File: src/rtl/sync_fifo_prog.sv
// rtl/sync_fifo_prog.sv - parametrised single-clock FIFO with programmable almost-full/almost-empty
// Optional build macro FIFO_FWFT_EN selects first-word-fall-through read; default is registered read.
module sync_fifo_prog #(
  parameter int FIFO_WIDTH = 16,
  parameter int FIFO_DEPTH = 8,
  localparam int PTR_W = ($clog2(FIFO_DEPTH) < 1) ? 1 : $clog2(FIFO_DEPTH),
  localparam int CNT_W = $clog2(FIFO_DEPTH + 1)
) (
  input  logic                  clk,
  input  logic                  rst,
  input  logic                  wr_en,
  input  logic [FIFO_WIDTH-1:0] data_in,
  input  logic                  rd_en,
  input  logic [CNT_W-1:0]      af_thresh,
  input  logic [CNT_W-1:0]      ae_thresh,
  output logic [FIFO_WIDTH-1:0] data_out,
  output logic                  rd_valid,
  output logic                  wr_ack,
  output logic                  overflow,
  output logic                  underflow,
  output logic                  full,
  output logic                  empty,
  output logic                  almostfull,
  output logic                  almostempty,
  output logic [CNT_W-1:0]      count
);

  localparam logic [PTR_W-1:0] PTR_LAST = PTR_W'(FIFO_DEPTH - 1);
  localparam logic [CNT_W-1:0] CNT_FULL = CNT_W'(FIFO_DEPTH);

  logic [FIFO_WIDTH-1:0] mem [FIFO_DEPTH];
  logic [PTR_W-1:0]      wr_ptr;
  logic [PTR_W-1:0]      rd_ptr;
  logic                  wr_acc;
  logic                  rd_acc;

  // Explicit wrap so non-power-of-2 depths never index past the last entry.
  function automatic logic [PTR_W-1:0] ptr_next(input logic [PTR_W-1:0] p);
    return (p == PTR_LAST) ? '0 : p + 1'b1;
  endfunction

  assign full        = (count == CNT_FULL);
  assign empty       = (count == '0);
  assign almostfull  = (count >= af_thresh);
  assign almostempty = (count <= ae_thresh);
  assign wr_acc      = wr_en & ~full;
  assign rd_acc      = rd_en & ~empty;

  always_ff @(posedge clk) begin
    if (!rst && wr_acc) begin
      mem[wr_ptr] <= data_in;
    end
  end

  always_ff @(posedge clk) begin
    if (rst) begin
      wr_ptr    <= '0;
      rd_ptr    <= '0;
      count     <= '0;
      wr_ack    <= 1'b0;
      overflow  <= 1'b0;
      underflow <= 1'b0;
    end else begin
      if (wr_acc) wr_ptr <= ptr_next(wr_ptr);
      if (rd_acc) rd_ptr <= ptr_next(rd_ptr);
      case ({wr_acc, rd_acc})
        2'b10:   count <= count + 1'b1;
        2'b01:   count <= count - 1'b1;
        default: count <= count;
      endcase
      wr_ack    <= wr_acc;
      overflow  <= wr_en & full;
      underflow <= rd_en & empty;
    end
  end

`ifdef FIFO_FWFT_EN
  assign data_out = mem[rd_ptr];
  assign rd_valid = ~empty;
`else
  always_ff @(posedge clk) begin
    if (rst) begin
      data_out <= '0;
      rd_valid <= 1'b0;
    end else begin
      rd_valid <= rd_acc;
      if (rd_acc) data_out <= mem[rd_ptr];
    end
  end
`endif

endmodule

File: config.mk
export PLATFORM = sky130hd
export DESIGN_NAME = sync_fifo_prog
export DESIGN_NICKNAME = d
export VERILOG_FILES = /design/src/rtl/sync_fifo_prog.sv
export SDC_FILE = /design/constraint.sdc
export NUM_CORES = 1
export LEC_CHECK = 0
export CAP_MARGIN = 40
export CORE_ASPECT_RATIO = 0.7
export CORE_MARGIN = 4
export CORE_UTILIZATION = 43
export DETAILED_ROUTE_END_ITERATION = 16
export MAX_ROUTING_LAYER = met4
export PLACE_DENSITY_LB_ADDON = 0.08
export SYNTH_ARGS = -nofsm -noshare
export SYNTH_HDL_FRONTEND = slang
export SYNTH_SLANG_ARGS = --single-unit
File: constraint.sdc
create_clock -name clk -period 8.02 [get_ports clk]
set_input_delay 1.604 -clock clk [delete_from_list [all_inputs] [get_ports clk]]
set_output_delay 1.604 -clock clk [all_outputs]
set_load 0.05 [all_outputs]
Word-level counts from Yosys, hierarchy flattened
Memory sizes are Yosys's and may differ from the RTL's. A register that Yosys moved wholly into a read port is not among the register bits.
Cells that the tools add are included.
{ "word_totals": {"memories": 1, "ram_bits": 128, "reg_bits": 14, "inputBits": 28, "latchBits": 0, "romBits": 0, "output_inout_bits": 28} }
{ "classes": {"n_reduce_logical": 4, "mux": 5, "n_addsub": 4, "magnitude_cmp": 2, "multipliers": 0, "n_bitwise": 6, "shift": 0, "n_eq_ne": 5, "n_div": 0} }
{ "memory_table": {"columns": ["memory", "depth", "width", "read_ports", "rd_ports_with_merged_regs", "wr", "line", "text"], "rows": [
  ["mem", 8, 16, 1, 1, 1, "31", "logic [FIFO_WIDTH-1:0] mem [FIFO_DEPTH];"]
]} }
{ "op_table": {"columns": ["op", "n"], "rows": [
  ["$pmux 4 s2", 1],
  ["$add 3x1->3 const B", 2],
  ["$eq 3x3->1 const B", 2],
  ["$mux 3", 2],
  ["$add 4x1->4 const B", 1],
  ["$and 1x1->1", 4],
  ["$eq 4x4->1 const B", 1],
  ["$ge 4x4->1", 1],
  ["$le 4x4->1", 1],
  ["$logic_not 4->1", 1],
  ["$sub 4x1->4 const B", 1],
  ["$eq 2x1->1 const B", 1],
  ["$eq 2x2->1 const B", 1],
  ["$mux 1", 2],
  ["$not 1->1", 2],
  ["$reduce_bool 2->1", 1],
  ["$logic_and 1x1->1", 1],
  ["$logic_not 1->1", 1]
]} }

Logic depth before layout (Yosys ltp)
Gate-level depths: netlist (run 1).
{ "depth": {"depth_word": 6, "depth_mapped": 12, "ltp_nobuf": 10} }

Worst setup path before layout (run 1)
Ideal clock, no wire load.
{ "synth_timing": {"kind": "in2out", "startpoint": "input ae_thresh[1]", "endpoint": "output almostempty", "arrival_time_ns": 3.432, "path_slack_ns": 2.984, "required_ns": 6.416, "path_stages": 6, "path_cell_list": "inv_1 -> ha_1 -> nor2b_1 -> o21a_1 -> o21a_1 -> o21ai_0"} }
{ "synth_via": {"elab_chain_len": 1} }
{ "synth_lines": {"columns": ["element", "line", "text"], "rows": [
  ["start: declaration", "15", "input logic [CNT_W-1:0] ae_thresh,"],
  ["$le 4x4->1", "45", "assign almostempty = (count <= ae_thresh);"],
  ["end: declaration", "24", "output logic almostempty,"]
]} }
No other way between the ends.

Worst setup path in the final report (run 1)
Same ends and word-level chain as after synthesis.

==> results of run 1 <==
==> area by class of cell <==
class	count	area [um^2]
Fill cell	1117	6470
Sequential cell	158	4450
Multi-Input combinational cell	166	1650
Timing Repair Buffer	66	633
Clock buffer	20	457
Tap cell	190	238
Clock inverter	12	119
Inverter	10	40.0
==> per-stage QoR <==
stage / utilization / area (um^2) / hold WS [ps] / power [mW] / setup slack (ps)
floorplan: - / 6220 / 470 / 1.53 / 2980
global placement: 0.498 / 7000 / 480 / 1.73 / 2630
detailed placement: 0.498 / 7000 / 484 / 1.74 / 2600
CTS: 0.539 / 7580 / 496 / 2.52 / 2590
global route: 0.539 / 7580 / 515 / 2.62 / 2510
finish: 0.539 / 7580 / 490 / 2.49 / 2620
==> sequential cells by signal, summed over array words and instances (netlist names), 3 cells and up <==
signal    cells
count         4
data_out     16
mem         128
rd_ptr        3
wr_ptr        3
==> per-layer routing <==
metal  vias up  global-route usage  part of all wire
li1       1514                   -                 -
met4         0              0.0462             0.011
met2        66               0.253              0.48
met3        15              0.0469             0.048
met5         -                   -                 0
met1      1680               0.228              0.46
==> placed cells by master (no fill, tap or decap), types with 2 or more instances in the layout <==
master / instances
a21o_1: 3
a21oi_1: 8
buf_4: 11
bufinv_16: 2
clkbuf_16: 17
clkbuf_8: 2
clkdlybuf4s50_1: 55
clkinv_2: 7
clkinvlp_4: 2
dfxtp_1: 29
edfxtp_1: 128
ha_1: 15
inv_1: 9
mux2i_1: 2
mux4_2: 32
nand2_1: 10
nand2_4: 2
nand2b_1: 4
nand3_1: 3
nand4b_1: 2
nor2_1: 28
nor2b_1: 2
nor3_1: 4
nor3_2: 13
o21a_1: 2
o21ai_0: 4
o22ai_1: 15
or3_1: 4
xor2_1: 3
==> worst paths after layout <==
| check | start | to | slack [ps] | cells past startpoint |
|---|---|---|---|---|
| hold reg to reg | data_out[10] | data_out[10] | 490 | 2 |
| setup reg to reg | count[1] | count[2] | 5250 | 9 |
| setup / recovery | ae_thresh[1] | almostempty | 2620 | 8 |
| hold / removal | data_out[10] | data_out[10] | 490 | 2 |
==> report_power, final <==
group / switching, mW / internal, mW
Clock: 0.308 / 0.471
Combinational: 0.431 / 0.281
Sequential: 0.0471 / 0.949
==> tightest hold or removal path, stage by stage, from the launching register on <==
cell and delay [ps]:
dfxtp_1 310, nor2_1 90, nor3_1 50
==> kinds of logic after synthesis <==
kind of cell,count (synthesis)
flops,158
simple gates,80
compound gates,34
mux,34
buf+inv,27
fa+ha+maj,15
xor+xnor,3
==> synthesized netlist by cell type (all sizes together) <==
master,n,area [um^2]
edfxtp,128,3840
mux4,32,721
dfxtp,30,601
nor2,28,105
nor3,17,140
ha,15,188
o22ai,15,93.8
nand2,13,66.3
inv,10,40.0
buf,9,67.6
a21oi,8,40.0
clkbuf,8,30.0
nand2b,5,38.8
o21ai,4,20.0
or3,4,25.0
a21o,3,22.5
nand3,3,15.0
xor2,3,26.3
mux2i,2,20.0
nand4b,2,17.5
nor2b,2,12.5
o21a,2,15.0
a211o,1,8.76
a211oi,1,7.51
nand4,1,6.26
nor3b,1,7.51
nor4b,1,8.76
nor4bb,1,10.0
or4,1,11.3
or4b,1,10.0
==> results.py, run 1 <==
metrics = {
    "global_routing": {
        "antenna_found_initial": 0,
        "first_global_vias": 3398,
        "grt_overflow_total": 0,
        "grt_max_degree": 36,
        "grt_pass1_wl_mm": 19.3,
        "track_usage": 0.168,
    },
    "clock_network": {
        "ctsResizeCount": 0,
        "clock_path_buffers": 2,
        "cts_hold_buffers": 0,
        "cts_tree": "done",
        "cts_buffers": 17,
        "numClockSinks": 158,
        "clkLatencyLatePin_ps": 420,
        "cts-root-buf": "clkbuf_16",
        "clk_pin_slew_worst_paths_ps": 60,
        "htree_num_levels": 4,
        "post_cts_buffers": 0,
    },
    "power_and_ir_drop": {
        "pwr_density_cell_mw_per_mm2": 328,
        "ir_drop_uv": 149,
        "leakage_nw": 2.57,
    },
    "die": {
        "rows": 36,
        "initial_utilization": 0.442,
        "core_mm2": 0.0141,
        "die-area_mm2": 0.0165,
        "die_w_um": 152,
        "die_h_um": 109,
        "num_io_pins": 56,
    },
    "cells_and_area": {
        "fin_nets": 462,
        "layout-drive-gt1-share": 0.220,
        "area_growth_pct": 21.9,
        "diodes": 0,
        "fin_cells": 622,
    },
    "placement": {
        "place_hpwl_mm": 7.22,
        "dp_cells": 590,
        "numPortBuffers": 55,
        "gp_congestion": 0.763,
    },
    "synthesis": {
        "synth_nets": 394,
        "synthSimpleGateAreaFrac": 0.0763,
        "synth_fa_ha_area_frac": 0.0302,
        "ys_seq_elements": 158,
        "synthCells": 351,
        "synthMuxAreaShare": 0.119,
        "ys_seq_area_frac": 0.715,
        "synth_area_mm2": 0.00622,
        "yosysWarnings": 0,
        "ys_types": 37,
        "synth_top_family_by_area": "multiplexers",
        "synth_compound_area_frac": 0.0334,
        "synth_xor_area_frac": 0.00423,
        "syn_avg_cell_area_um2": 17.7,
    },
    "timing": {
        "period_needed_ps": 5400,
        "hold_viol": 0,
        "finalCritPeriodShare": 0.674,
        "fmax_mhz": 185,
        "setup_viol": 0,
        "slew_violations": 0,
        "rsz0062_at_grt": "no",
        "skew_ps": 12.5,
        "tightest_slew_ps": 673,
        "slew-limit-headroom": 0.552,
        "fin_setup_tns_ps": 0,
    },
    "routing": {
        "drc_errors": 0,
        "final_antenna_net_count": 0,
        "first_pass_iters": 4,
        "vias_per_cell": 5.27,
        "drt-initial-drc-count": 198,
        "vias": 3275,
        "wl_mm": 12.3,
        "wire_per_inst_um": 19.7,
    },
    "worst_setup_path": {
        "max_stage_delay_ps": 830,
        "cp-start-kind": "primary input",
        "critPathSlowestCell": "clkdlybuf4s50_1",
        "crit_type": "in -> out",
        "crit_arrival_ps": 3800,
        "cp_cell_sequence": "clkdlybuf4s50_1, inv_1, ha_1, nor2b_1, o21a_1, o21a_1, o21ai_0, clkdlybuf4s50_1",
        "required_ps": 6420,
        "cp_num_buf_inv": 3,
        "endpoint_kind": "output port",
        "crit_path_max_fanout": 2,
        "critical-path-top-delay-family": "buffers and inverters",
    },
    "hold_path": {
        "worst_hold_path_type": "reg -> reg",
    },
    "run": {
        "drv_cap": 0,
    },
    "outcome": {
        "status": "finished, final reports clean",
    },
}
Power figures use the tool's default switching activity.
==> run 2, diff against run 1 <==
==> constraint.sdc (replaced) <==
create_clock -name clk -period 5.6 [get_ports clk]
set_input_delay 1.12 -clock clk [delete_from_list [all_inputs] [get_ports clk]]
set_output_delay 1.12 -clock clk [all_outputs]
set_load 0.05 [all_outputs]
==> results.py, run 2 (synthesized netlist as in run 1, its figures left out) <==
metrics = {
    "timing": {
        "setup_viol": 0,
        "post-route-worst-setup-slack_ps": 1160,
        "fmax_mhz": 225,
        "period_needed_ps": 4440,
        "hold_viol": 0,
        "finalCritPeriodShare": 0.792,
        "slew-limit-headroom": 0.539,
        "rsz0062_at_grt": "no",
        "tightest_slew_ps": 692,
        "skew_ps": 15.3,
        "whs_ps": 490,
        "fin_setup_tns_ps": 0,
        "slew_violations": 0,
    },
    "cells_and_area": {
        "multiInputGateArea_mm2": 0.00165,
        "reg_top3": "mem x128, data_out x16, count x4",
        "largest-register": "mem",
        "n_fill_cell": 1135,
        "regArea_mm2": 0.00445,
        "largest_reg_flops": 128,
        "diodes": 0,
        "final_cell_mix": "edfxtp_1 (128), clkdlybuf4s50_1 (55), mux4_2 (32)",
        "area_growth_pct": 21.7,
        "layout-drive-gt1-share": 0.208,
        "layout_commonest_cell": "edfxtp_1",
        "fin_nets": 462,
        "final_cell_area_mm2": 0.00757,
    },
    "clock_network": {
        "clock_path_buffers": 2,
        "clkLatencyLatePin_ps": 410,
        "cts-root-buf": "clkbuf_16",
        "cts_hold_buffers": 0,
        "htree_num_levels": 4,
        "cts_tree": "done",
        "cts_buffers": 17,
        "clk_pin_slew_worst_paths_ps": 60,
        "numClockSinks": 158,
        "ctsResizeCount": 0,
        "post_cts_buffers": 0,
    },
    "worst_setup_path": {
        "crit_arrival_ps": 3320,
        "crit_path_max_fanout": 2,
        "endpoint_kind": "output port",
        "rr_startpoint": "count[1]",
        "reg2reg_depth": 9,
        "worst-r2r-setup-slack_ps": 2840,
        "cp-start-kind": "primary input",
        "crit_type": "in -> out",
        "required_ps": 4480,
        "r2r_end": "count[2]",
    },
    "die": {
        "initial_utilization": 0.442,
        "core_mm2": 0.0141,
        "die_h_um": 109,
        "rows": 36,
        "num_io_pins": 56,
        "die_w_um": 152,
        "die-area_mm2": 0.0165,
    },
    "routing": {
        "drt-initial-drc-count": 196,
        "wl_mm": 12.1,
        "vias": 3234,
        "first_pass_iters": 4,
        "vias_per_cell": 5.20,
        "wire_per_inst_um": 19.5,
        "final_antenna_net_count": 0,
        "drc_errors": 0,
    },
    "placement": {
        "gp_congestion": 0.763,
        "place_hpwl_mm": 7.17,
        "place_area_mm2": 0.00700,
        "numPortBuffers": 55,
        "dp_slack_ps": 1140,
    },
    "run": {
        "drv_cap": 0,
    },
    "global_routing": {
        "first_global_vias": 3365,
        "grt_max_degree": 36,
        "grt_pass1_wl_mm": 19.0,
        "track_usage": 0.164,
        "antenna_found_initial": 0,
        "grt_overflow_total": 0,
    },
    "power_and_ir_drop": {
        "total_power_mw": 3.54,
        "leakage_nw": 2.56,
        "pwr_density_cell_mw_per_mm2": 468,
        "ir_drop_uv": 254,
    },
    "hold_path": {
        "worst_hold_path_type": "reg -> reg",
        "hold_end": "data_out[10]",
        "worstHoldStart": "data_out[10]",
        "whs_path_depth": 2,
    },
    "outcome": {
        "status": "finished, final reports clean",
    },
}
## run 2: final cells by class
type / count / share of cell area
multi-input cells: 166 / 0.218
repair buffers: 66 / 0.0837
clock buffers: 24 / 0.0623
clock inverters: 8 / 0.0121
inverters: 10 / 0.00529
well taps: 190 / 0.0314
flip-flops and latches: 158 / 0.588
## run 2: worst max-delay path, cell delays in order
cell	delay, ps
clkdlybuf4s50_1	460
inv_1	40
ha_1	290
nor2b_1	130
o21a_1	160
o21a_1	150
o21ai_0	140
clkdlybuf4s50_1	830
## run 2: worst max-delay path by stage
stage                              to  slack [ps]    startpoint
after floorplan           almostempty        1530  ae_thresh[1]
after global placement    almostempty        1180  ae_thresh[1]
after detailed placement  almostempty        1140  ae_thresh[1]
after CTS                 almostempty        1140  ae_thresh[1]
after global routing      almostempty        1090  ae_thresh[1]
final                     almostempty        1160  ae_thresh[1]
## run 2: layer usage
| metal | up-vias | GRT usage | routed length (um) |
|---|---|---|---|
| met5 | - | - | 0 |
| met4 | 0 | 0.0397 | 57 |
| met3 | 7 | 0.0403 | 726 |
| met2 | 59 | 0.255 | 5890 |
| met1 | 1654 | 0.222 | 5460 |
| li1 | 1514 | - | - |
## run 2: power breakdown
part / switching, mW / internal, mW
logic: 0.619 / 0.402
registers: 0.0660 / 1.36
clock network: 0.422 / 0.676
## run 2: through the flow
| step | utilization | std cells |
|---|---|---|
| floorplan | - | 351 |
| global placement | 0.498 | 590 |
| detailed placement | 0.498 | 590 |
| CTS | 0.538 | 622 |
| global route | 0.538 | 622 |
| finish | 0.538 | 622 |
